## src/rtl/step_logger_pkg.sv

```systemverilog
// Shared constants, FSM state type and nibble-to-ASCII helper for the step/dir position logger.
package step_logger_pkg;

  localparam logic [7:0] ASCII_0  = 8'h30;
  localparam logic [7:0] ASCII_A  = 8'h41;
  localparam logic [7:0] ASCII_LF = 8'h0A;

  typedef enum logic [2:0] {
    ST_IDLE = 3'd0,
    ST_SNAP = 3'd1,
    ST_HEX  = 3'd2,
    ST_SEP  = 3'd3,
    ST_EOL  = 3'd4
  } state_e;

  // Uppercase ASCII hex digit for one nibble.
  function automatic logic [7:0] hex2ascii(input logic [3:0] nib);
    logic [7:0] res;
    if (nib < 4'd10) begin
      res = ASCII_0 + {4'h0, nib};
    end else begin
      res = ASCII_A + ({4'h0, nib} - 8'd10);
    end
    return res;
  endfunction

endpackage

```

## src/rtl/step_axis_counter.sv

```systemverilog
// One step/dir channel: 2-FF synchronisers, registered rising-edge detect, and a
// wrapping up/down position counter with synchronous clear taking priority.
module step_axis_counter #(
  parameter int W = 16
) (
  input  logic         hwclk,
  input  logic         rst,
  input  logic         step,
  input  logic         dir,
  input  logic         clear,
  output logic [W-1:0] count
);

  logic         step_sync1_r;
  logic         step_sync2_r;
  logic         step_prev_r;
  logic         dir_sync1_r;
  logic         dir_sync2_r;
  logic         edge_r;
  logic         edge_dir_r;
  logic [W-1:0] count_r;

  // Dir is captured alongside the edge so both come from the same sync stage.
  always_ff @(posedge hwclk or posedge rst) begin
    if (rst) begin
      step_sync1_r <= 1'b0;
      step_sync2_r <= 1'b0;
      step_prev_r  <= 1'b0;
      dir_sync1_r  <= 1'b0;
      dir_sync2_r  <= 1'b0;
      edge_r       <= 1'b0;
      edge_dir_r   <= 1'b0;
    end else begin
      step_sync1_r <= step;
      step_sync2_r <= step_sync1_r;
      step_prev_r  <= step_sync2_r;
      dir_sync1_r  <= dir;
      dir_sync2_r  <= dir_sync1_r;
      edge_r       <= step_sync2_r & ~step_prev_r;
      edge_dir_r   <= dir_sync2_r;
    end
  end

  // Position counter; wraps modulo 2^W in both directions.
  always_ff @(posedge hwclk or posedge rst) begin
    if (rst) begin
      count_r <= {W{1'b0}};
    end else if (clear) begin
      count_r <= {W{1'b0}};
    end else if (edge_r) begin
      if (edge_dir_r) begin
        count_r <= count_r + {{(W-1){1'b0}}, 1'b1};
      end else begin
        count_r <= count_r - {{(W-1){1'b0}}, 1'b1};
      end
    end else begin
      count_r <= count_r;
    end
  end

  assign count = count_r;

endmodule

```

## src/rtl/step_logger_hex.sv

```systemverilog
// N-axis step/dir position logger: snapshots all axis counters and serialises them
// as an ASCII-hex frame "XXXX,YYYY,...\n" over a valid/ready byte stream.
module step_logger_hex #(
  parameter int         N_AXES   = 4,
  parameter int         NIBBLES  = 4,
  parameter logic [7:0] SEP_CHAR = 8'h2C
) (
  input  logic              hwclk,
  input  logic              rst,
  input  logic [N_AXES-1:0] step,
  input  logic [N_AXES-1:0] dir,
  input  logic              clear,
  input  logic              report_en,
  output logic [7:0]        tx_byte,
  output logic              tx_valid,
  input  logic              tx_ready,
  output logic              frame_done,
  output logic              busy
);

  import step_logger_pkg::*;

  localparam int         W         = 4 * NIBBLES;
  localparam int         TOT       = N_AXES * W;
  localparam logic [2:0] LAST_NIB  = 3'(NIBBLES - 1);
  localparam logic [2:0] LAST_AXIS = 3'(N_AXES - 1);

  logic [TOT-1:0] snapshot_s;

  // Axis 0 lands in the most significant slice so the frame shifts out MSB-first.
  genvar g;
  generate
    for (g = 0; g < N_AXES; g++) begin : g_axis
      logic [W-1:0] count_s;
      step_axis_counter #(.W(W)) u_counter (
        .hwclk (hwclk),
        .rst   (rst),
        .step  (step[g]),
        .dir   (dir[g]),
        .clear (clear),
        .count (count_s)
      );
      assign snapshot_s[TOT-1-g*W -: W] = count_s;
    end
  endgenerate

  state_e         state_r,      state_s;
  logic [TOT-1:0] shift_r,      shift_s;
  logic [2:0]     nib_r,        nib_s;
  logic [2:0]     axis_r,       axis_s;
  logic [7:0]     tx_byte_r,    tx_byte_s;
  logic           tx_valid_r,   tx_valid_s;
  logic           frame_done_r, frame_done_s;
  logic           busy_r,       busy_s;
  logic           accept_s;

  assign accept_s = tx_valid_r & tx_ready;

  // State and output registers; reset drops tx_valid immediately and abandons the frame.
  always_ff @(posedge hwclk or posedge rst) begin
    if (rst) begin
      state_r      <= ST_IDLE;
      shift_r      <= {TOT{1'b0}};
      nib_r        <= 3'd0;
      axis_r       <= 3'd0;
      tx_byte_r    <= 8'h00;
      tx_valid_r   <= 1'b0;
      frame_done_r <= 1'b0;
      busy_r       <= 1'b0;
    end else begin
      state_r      <= state_s;
      shift_r      <= shift_s;
      nib_r        <= nib_s;
      axis_r       <= axis_s;
      tx_byte_r    <= tx_byte_s;
      tx_valid_r   <= tx_valid_s;
      frame_done_r <= frame_done_s;
      busy_r       <= busy_s;
    end
  end

  // Next byte is computed on accept so consecutive bytes go out without a bubble.
  always_comb begin
    state_s      = state_r;
    shift_s      = shift_r;
    nib_s        = nib_r;
    axis_s       = axis_r;
    tx_byte_s    = tx_byte_r;
    tx_valid_s   = tx_valid_r;
    frame_done_s = 1'b0;
    busy_s       = busy_r;

    case (state_r)
      ST_IDLE: begin
        tx_valid_s = 1'b0;
        if (report_en) begin
          state_s = ST_SNAP;
          busy_s  = 1'b1;
        end else begin
          busy_s  = 1'b0;
        end
      end

      ST_SNAP: begin
        shift_s    = snapshot_s << 4;
        tx_byte_s  = hex2ascii(snapshot_s[TOT-1 -: 4]);
        tx_valid_s = 1'b1;
        nib_s      = 3'd0;
        axis_s     = 3'd0;
        state_s    = ST_HEX;
      end

      ST_HEX: begin
        if (accept_s) begin
          if (nib_r == LAST_NIB) begin
            if (axis_r < LAST_AXIS) begin
              tx_byte_s = SEP_CHAR;
              state_s   = ST_SEP;
            end else begin
              tx_byte_s = ASCII_LF;
              state_s   = ST_EOL;
            end
          end else begin
            nib_s     = nib_r + 3'd1;
            tx_byte_s = hex2ascii(shift_r[TOT-1 -: 4]);
            shift_s   = shift_r << 4;
          end
        end else begin
          state_s = ST_HEX;
        end
      end

      ST_SEP: begin
        if (accept_s) begin
          axis_s    = axis_r + 3'd1;
          nib_s     = 3'd0;
          tx_byte_s = hex2ascii(shift_r[TOT-1 -: 4]);
          shift_s   = shift_r << 4;
          state_s   = ST_HEX;
        end else begin
          state_s = ST_SEP;
        end
      end

      ST_EOL: begin
        if (accept_s) begin
          tx_valid_s   = 1'b0;
          frame_done_s = 1'b1;
          busy_s       = 1'b0;
          state_s      = ST_IDLE;
        end else begin
          state_s = ST_EOL;
        end
      end

      default: begin
        state_s    = ST_IDLE;
        tx_valid_s = 1'b0;
        busy_s     = 1'b0;
      end
    endcase
  end

  assign tx_byte    = tx_byte_r;
  assign tx_valid   = tx_valid_r;
  assign frame_done = frame_done_r;
  assign busy       = busy_r;

endmodule

```

## config.mk

```make
export PLATFORM = sky130hd
export DESIGN_NAME = step_logger_hex
export DESIGN_NICKNAME = d
export VERILOG_FILES = /design/src/rtl/step_logger_pkg.sv /design/src/rtl/step_axis_counter.sv /design/src/rtl/step_logger_hex.sv
export SDC_FILE = /design/constraint.sdc
export NUM_CORES = 1
export LEC_CHECK = 0
export BUFFER_PORTS_ARGS = -buffer_cell sky130_fd_sc_hd__buf_2
export CAP_MARGIN = 40
export CORE_MARGIN = 10
export CORE_UTILIZATION = 50
export CTS_CLUSTER_DIAMETER = 150
export DETAILED_ROUTE_END_ITERATION = 8
export PLACE_DENSITY_LB_ADDON = 0.12
export SYNTH_ARGS = -nofsm -noshare
export SYNTH_HDL_FRONTEND = slang
export SYNTH_HIERARCHICAL = 1
export SYNTH_SLANG_ARGS = --single-unit
```

## constraint.sdc

```tcl
create_clock -name hwclk -period 4.52 [get_ports hwclk]
set_clock_uncertainty 0.2 [all_clocks]
set_input_delay 0.904 -clock hwclk [delete_from_list [all_inputs] [get_ports hwclk]]
set_output_delay 0.904 -clock hwclk [all_outputs]
set_load 0.05 [all_outputs]
```

==> reports/results.env <==
SETUP_VIOL=0
TOTAL_LEAKAGE_POWER_nW=5.33
GRT_PASS1_VIAS=8126
WIRE_LENGTH_OF_THE_FIRST_GLOBAL_ROUTING_PASS_UM=40400
AREA_GROWTH_SYN_TO_LAYOUT_PCT=9.38
N_ANTENNA_CELL=0
TIMING.FINAL.HOLD_VIOLATIONS=0
FINAL_LAYOUT_SIZE_SUFFIX_GT1_FRAC=0.0966
CP_DATA_ARRIVAL_TIME_NS=3.08
SYNTH_TOP_FLOP_CELL='sky130_fd_sc_hd__dfrtp_1'
SYNTH_ENABLE_FLOP_CELLS=0
DETAILED_PLACE_HPWL_UM=16100
CLOCK_TREE.BUFFER_DEPTH=2
DIE_AREA_MM2=0.0273
CLK-INSERTION-DELAY-LATE_NS=0.43
OVERALL_POWER_mW=3.73
SYNTH_CELL_TYPE_COUNT=83
RELATIVE_MAX_TRANSITION_MARGIN=0.448
WORST_PIN_SLEW_NS=0.827
MAX_CAP_VIOLATIONS=0
CLOCKPOWERSHARE=0.391
WORST_EP_REQUIRED_TIME_NS=4.63
FLOORPLAN.DIE.WIDTH_UM=165
STARTING_DENSITY_OF_THE_CORE=0.504
PLACEABLECOREAREA_MM2=0.0209
COMBINATIONAL_FRACTION_OF_DESIGN_POWER=0.164
CTS_MAX_LEVEL=4
TIMING.CRITICAL_PATH.TO_TYPE='flip-flop'
GRT_START_MAX_NET_PINS=115
POWER.NET_SWITCHING_mW=1.08
GLOBAL_ROUTE_USAGE_OVER_ALL_LAYERS=0.178
CTS_REPAIR_RESIZE_COUNT=0
ANTENNA_FOUND_INITIAL=0
MAX_FREQ_GHz=0.337
POWER_REPORT.INTERNAL_TOTAL_mW=2.66
VIA_PER_INST=5.81
CLOCK_SINKS=171
SYN-MEAN-INSTANCE-AREA_UM2=9.09
CTSROOTBUFFERMASTER='sky130_fd_sc_hd__clkbuf_16'
CTS_BUFFER_COUNT=17
CTSHOLDBUFFERS=0
ROUTE.FINAL.WIRE_LENGTH_UM=23400
CELL_AREA_AFTER_SYNTHESIS_MM2=0.0105
OUTCOME='finished, final reports clean'
LAYOUT_MIN_CYCLE_TIME_NS=2.97
DRC=0
DRTITER0DRC=529
CRIT_TYPE='reg2reg'
CTS_TREE='built'
GRT_OVERFLOW=0
WL_PER_CELL_UM=16.2
CORE.ROWCOUNT=53
CLOCK_SLEW_AT_THE_REGISTER_CLOCK_PINS_OF_THE_WORST_SETUP_AND_HOLD_PATHS_NS=0.07
SEQ_POWER_SHARE=0.444
GPL.FINAL_WEIGHTED_CONGESTION=0.881
MIN_PERIOD_OVER_PERIOD=0.656
DESIGN.FINAL.NETS=1241
DRTPASS1ITERATIONS=5
HOLD_PATH.CLASS='reg2reg'
PWR_DENSITY_CELL_mW_PER_MM2=324
IR_DROP_uV=206
CATEGORY_OF_THE_WORST_SETUP_PATH_LAUNCH_POINT='flip-flop'
NETSWITCHINGFRACTION=0.289
CTS.REPAIR_TIMING.SETUP_BUFFER_COUNT=0
ASYNC_FLOP_SHARE=1.00
FILL_CELLS=1887
TOP_LEVEL_PORTS=24
NETLIST_INSTANCES=1159
DR_TOTAL_VIAS=8392
FIN_SETUP_TNS_NS=0
IO_BUFFERS=22
SLEW_VIOLATIONS=0
DIE_HEIGHT_UM=165
PATH_MAX_FANOUT=16
SYNTH-WARNING-COUNT=6
GRT_SETUP_UNREPAIRED='no'
SYNTH.FF_LATCH_COUNT=171
ANT_NETS=0
MAPPEDNETLISTNETS=1243
SEQ_AREA_FRAC_SYNTH=0.406
[critical path: stages, from the launching register on]
cell and delay, ns:
sky130_fd_sc_hd__dfrtp_1 0.41, sky130_fd_sc_hd__inv_1 0.49, sky130_fd_sc_hd__ha_1 0.42, sky130_fd_sc_hd__a21oi_2 0.16
sky130_fd_sc_hd__nand2_1 0.13, sky130_fd_sc_hd__a32oi_2 0.32, sky130_fd_sc_hd__a2111oi_4 0.12, sky130_fd_sc_hd__a211oi_2 0.26
sky130_fd_sc_hd__mux2_4 0.32
[state kept, by name, summed over array words and instances (netlist names), 4 cells and up]
register                       cells
g_axis.u_counter/dir_sync1_r       4
g_axis.u_counter/step_sync2_r      4
g_axis.u_counter/step_prev_r       4
g_axis.u_counter/dir_sync2_r       4
shift_r                           60
tx_byte                            7
g_axis.u_counter/step_sync1_r      4
g_axis.u_counter/edge_dir_r        4
g_axis.u_counter/edge_r            4
g_axis.u_counter/count            64
[final cells by class]
cell class / count / area [um^2] / area share
Tap cell: 275 / 344 / 0.0299
Sequential cell: 171 / 4280 / 0.371
Multi-Input combinational cell: 888 / 5840 / 0.507
Clock inverter: 11 / 111 / 0.00966
Clock buffer: 21 / 470 / 0.0408
Inverter: 43 / 163 / 0.0141
Timing Repair Buffer: 36 / 318 / 0.0276
[cell families after synthesis]
logic type                 share of synthesized area
and+or+nand+nor                                0.194
DFF                                            0.406
xor gates and xnor gates                      0.0283
AOI/OAI and AO/OA                              0.220
buffers and inverters                         0.0406
adders and majority gates                     0.0872
other                                       0.000356
muxes                                         0.0235
[layer usage]
| layer | track usage | vias to the layer above | routed length (um) |
|---|---|---|---|
| li1 | - | 4190 | - |
| met1 | 0.256 | 4081 | 11900 |
| met2 | 0.274 | 98 | 10500 |
| met3 | 0.0275 | 23 | 713 |
| met4 | 0.0487 | 0 | 257 |
| met5 | 0 | - | 0 |
[cell usage in the layout (no fill, tap or decap), drive strengths merged, types with 8 or more instances in the layout]
| cell type | count |
|---|---|
| a211oi | 14 |
| a21o | 21 |
| a21oi | 67 |
| a31oi | 62 |
| and2 | 8 |
| and3 | 16 |
| buf | 35 |
| clkbuf | 22 |
| dfrtp | 171 |
| ha | 67 |
| inv | 41 |
| mux2i | 18 |
| nand2 | 161 |
| nand2b | 9 |
| nand3 | 20 |
| nand3b | 8 |
| nor2 | 140 |
| nor2b | 17 |
| nor3 | 16 |
| nor3b | 11 |
| nor4 | 12 |
| o21ai | 40 |
| o21bai | 10 |
| o22ai | 9 |
| o311ai | 8 |
| o31ai | 10 |
| xnor2 | 29 |
[stage by stage]
| step | worst slack, ns | utilization | cells | area, um^2 | hold WS [ns] |
|---|---|---|---|---|---|
| after floorplan | 1.39 | - | 1159 | 10500 | 0.131 |
| after global placement | 1.65 | 0.518 | 1407 | 10800 | 0.133 |
| after detailed placement | 1.59 | 0.524 | 1412 | 10900 | 0.135 |
| after CTS | 1.57 | 0.551 | 1444 | 11500 | 0.154 |
| after global routing | 1.39 | 0.552 | 1445 | 11500 | 0.163 |
| final | 1.55 | 0.552 | 1445 | 11500 | 0.152 |
[synth_stat cells (8+ instances only)]
library cell | instances | share of area
sky130_fd_sc_hd__mux2i_1 | 18 | 0.017
sky130_fd_sc_hd__o22ai_1 | 8 | 0.0048
sky130_fd_sc_hd__ha_1 | 67 | 0.080
sky130_fd_sc_hd__nand3_1 | 19 | 0.0090
sky130_fd_sc_hd__o21ai_0 | 30 | 0.014
sky130_fd_sc_hd__nor2_1 | 140 | 0.050
sky130_fd_sc_hd__a211oi_1 | 10 | 0.0071
sky130_fd_sc_hd__nor2b_1 | 17 | 0.010
sky130_fd_sc_hd__buf_2 | 16 | 0.0076
sky130_fd_sc_hd__xnor2_1 | 29 | 0.024
sky130_fd_sc_hd__nand2b_1 | 9 | 0.0053
sky130_fd_sc_hd__clkbuf_1 | 30 | 0.011
sky130_fd_sc_hd__o31ai_1 | 10 | 0.0071
sky130_fd_sc_hd__nor4_1 | 12 | 0.0071
sky130_fd_sc_hd__nand3b_1 | 8 | 0.0057
sky130_fd_sc_hd__o21ai_1 | 10 | 0.0048
sky130_fd_sc_hd__inv_1 | 40 | 0.014
sky130_fd_sc_hd__a31oi_1 | 62 | 0.037
sky130_fd_sc_hd__a21oi_1 | 61 | 0.029
sky130_fd_sc_hd__nor3b_1 | 11 | 0.0078
sky130_fd_sc_hd__nor3_1 | 16 | 0.0076
sky130_fd_sc_hd__a21o_1 | 19 | 0.014
sky130_fd_sc_hd__nand2_1 | 161 | 0.057
sky130_fd_sc_hd__dfrtp_1 | 171 | 0.41
[worst paths after layout]
check / startpoint / slack (ns) / cells past startpoint / end
worst min register to register: g_axis[1].u_counter/step_sync1_r / 0.15 / 0 / g_axis[1].u_counter/step_sync2_r
worst max register to register: g_axis[2].u_counter/edge_dir_r / 1.55 / 8 / g_axis[2].u_counter/count[15]
worst min-delay path: g_axis[1].u_counter/step_sync1_r / 0.15 / 0 / g_axis[1].u_counter/step_sync2_r
min in group asynchronous: rst / 0.28 / 2 / g_axis[3].u_counter/step_sync1_r
worst max-delay path: g_axis[2].u_counter/edge_dir_r / 1.55 / 8 / g_axis[2].u_counter/count[15]
max in group asynchronous: rst / 3.07 / 3 / tx_byte[1]
[power by group through the flow]
| stage | logic, mW | clock network [mW] | registers [mW] |
|---|---|---|---|
| after global placement | 0.592 | 0 | 1.69 |
| after global routing | 0.690 | 1.56 | 1.67 |
| after detailed placement | 0.608 | 0 | 1.69 |
| final | 0.614 | 1.46 | 1.66 |
| after floorplan | 0.497 | 0 | 1.65 |
| after CTS | 0.612 | 1.49 | 1.66 |
Power figures use the tool's default switching activity.
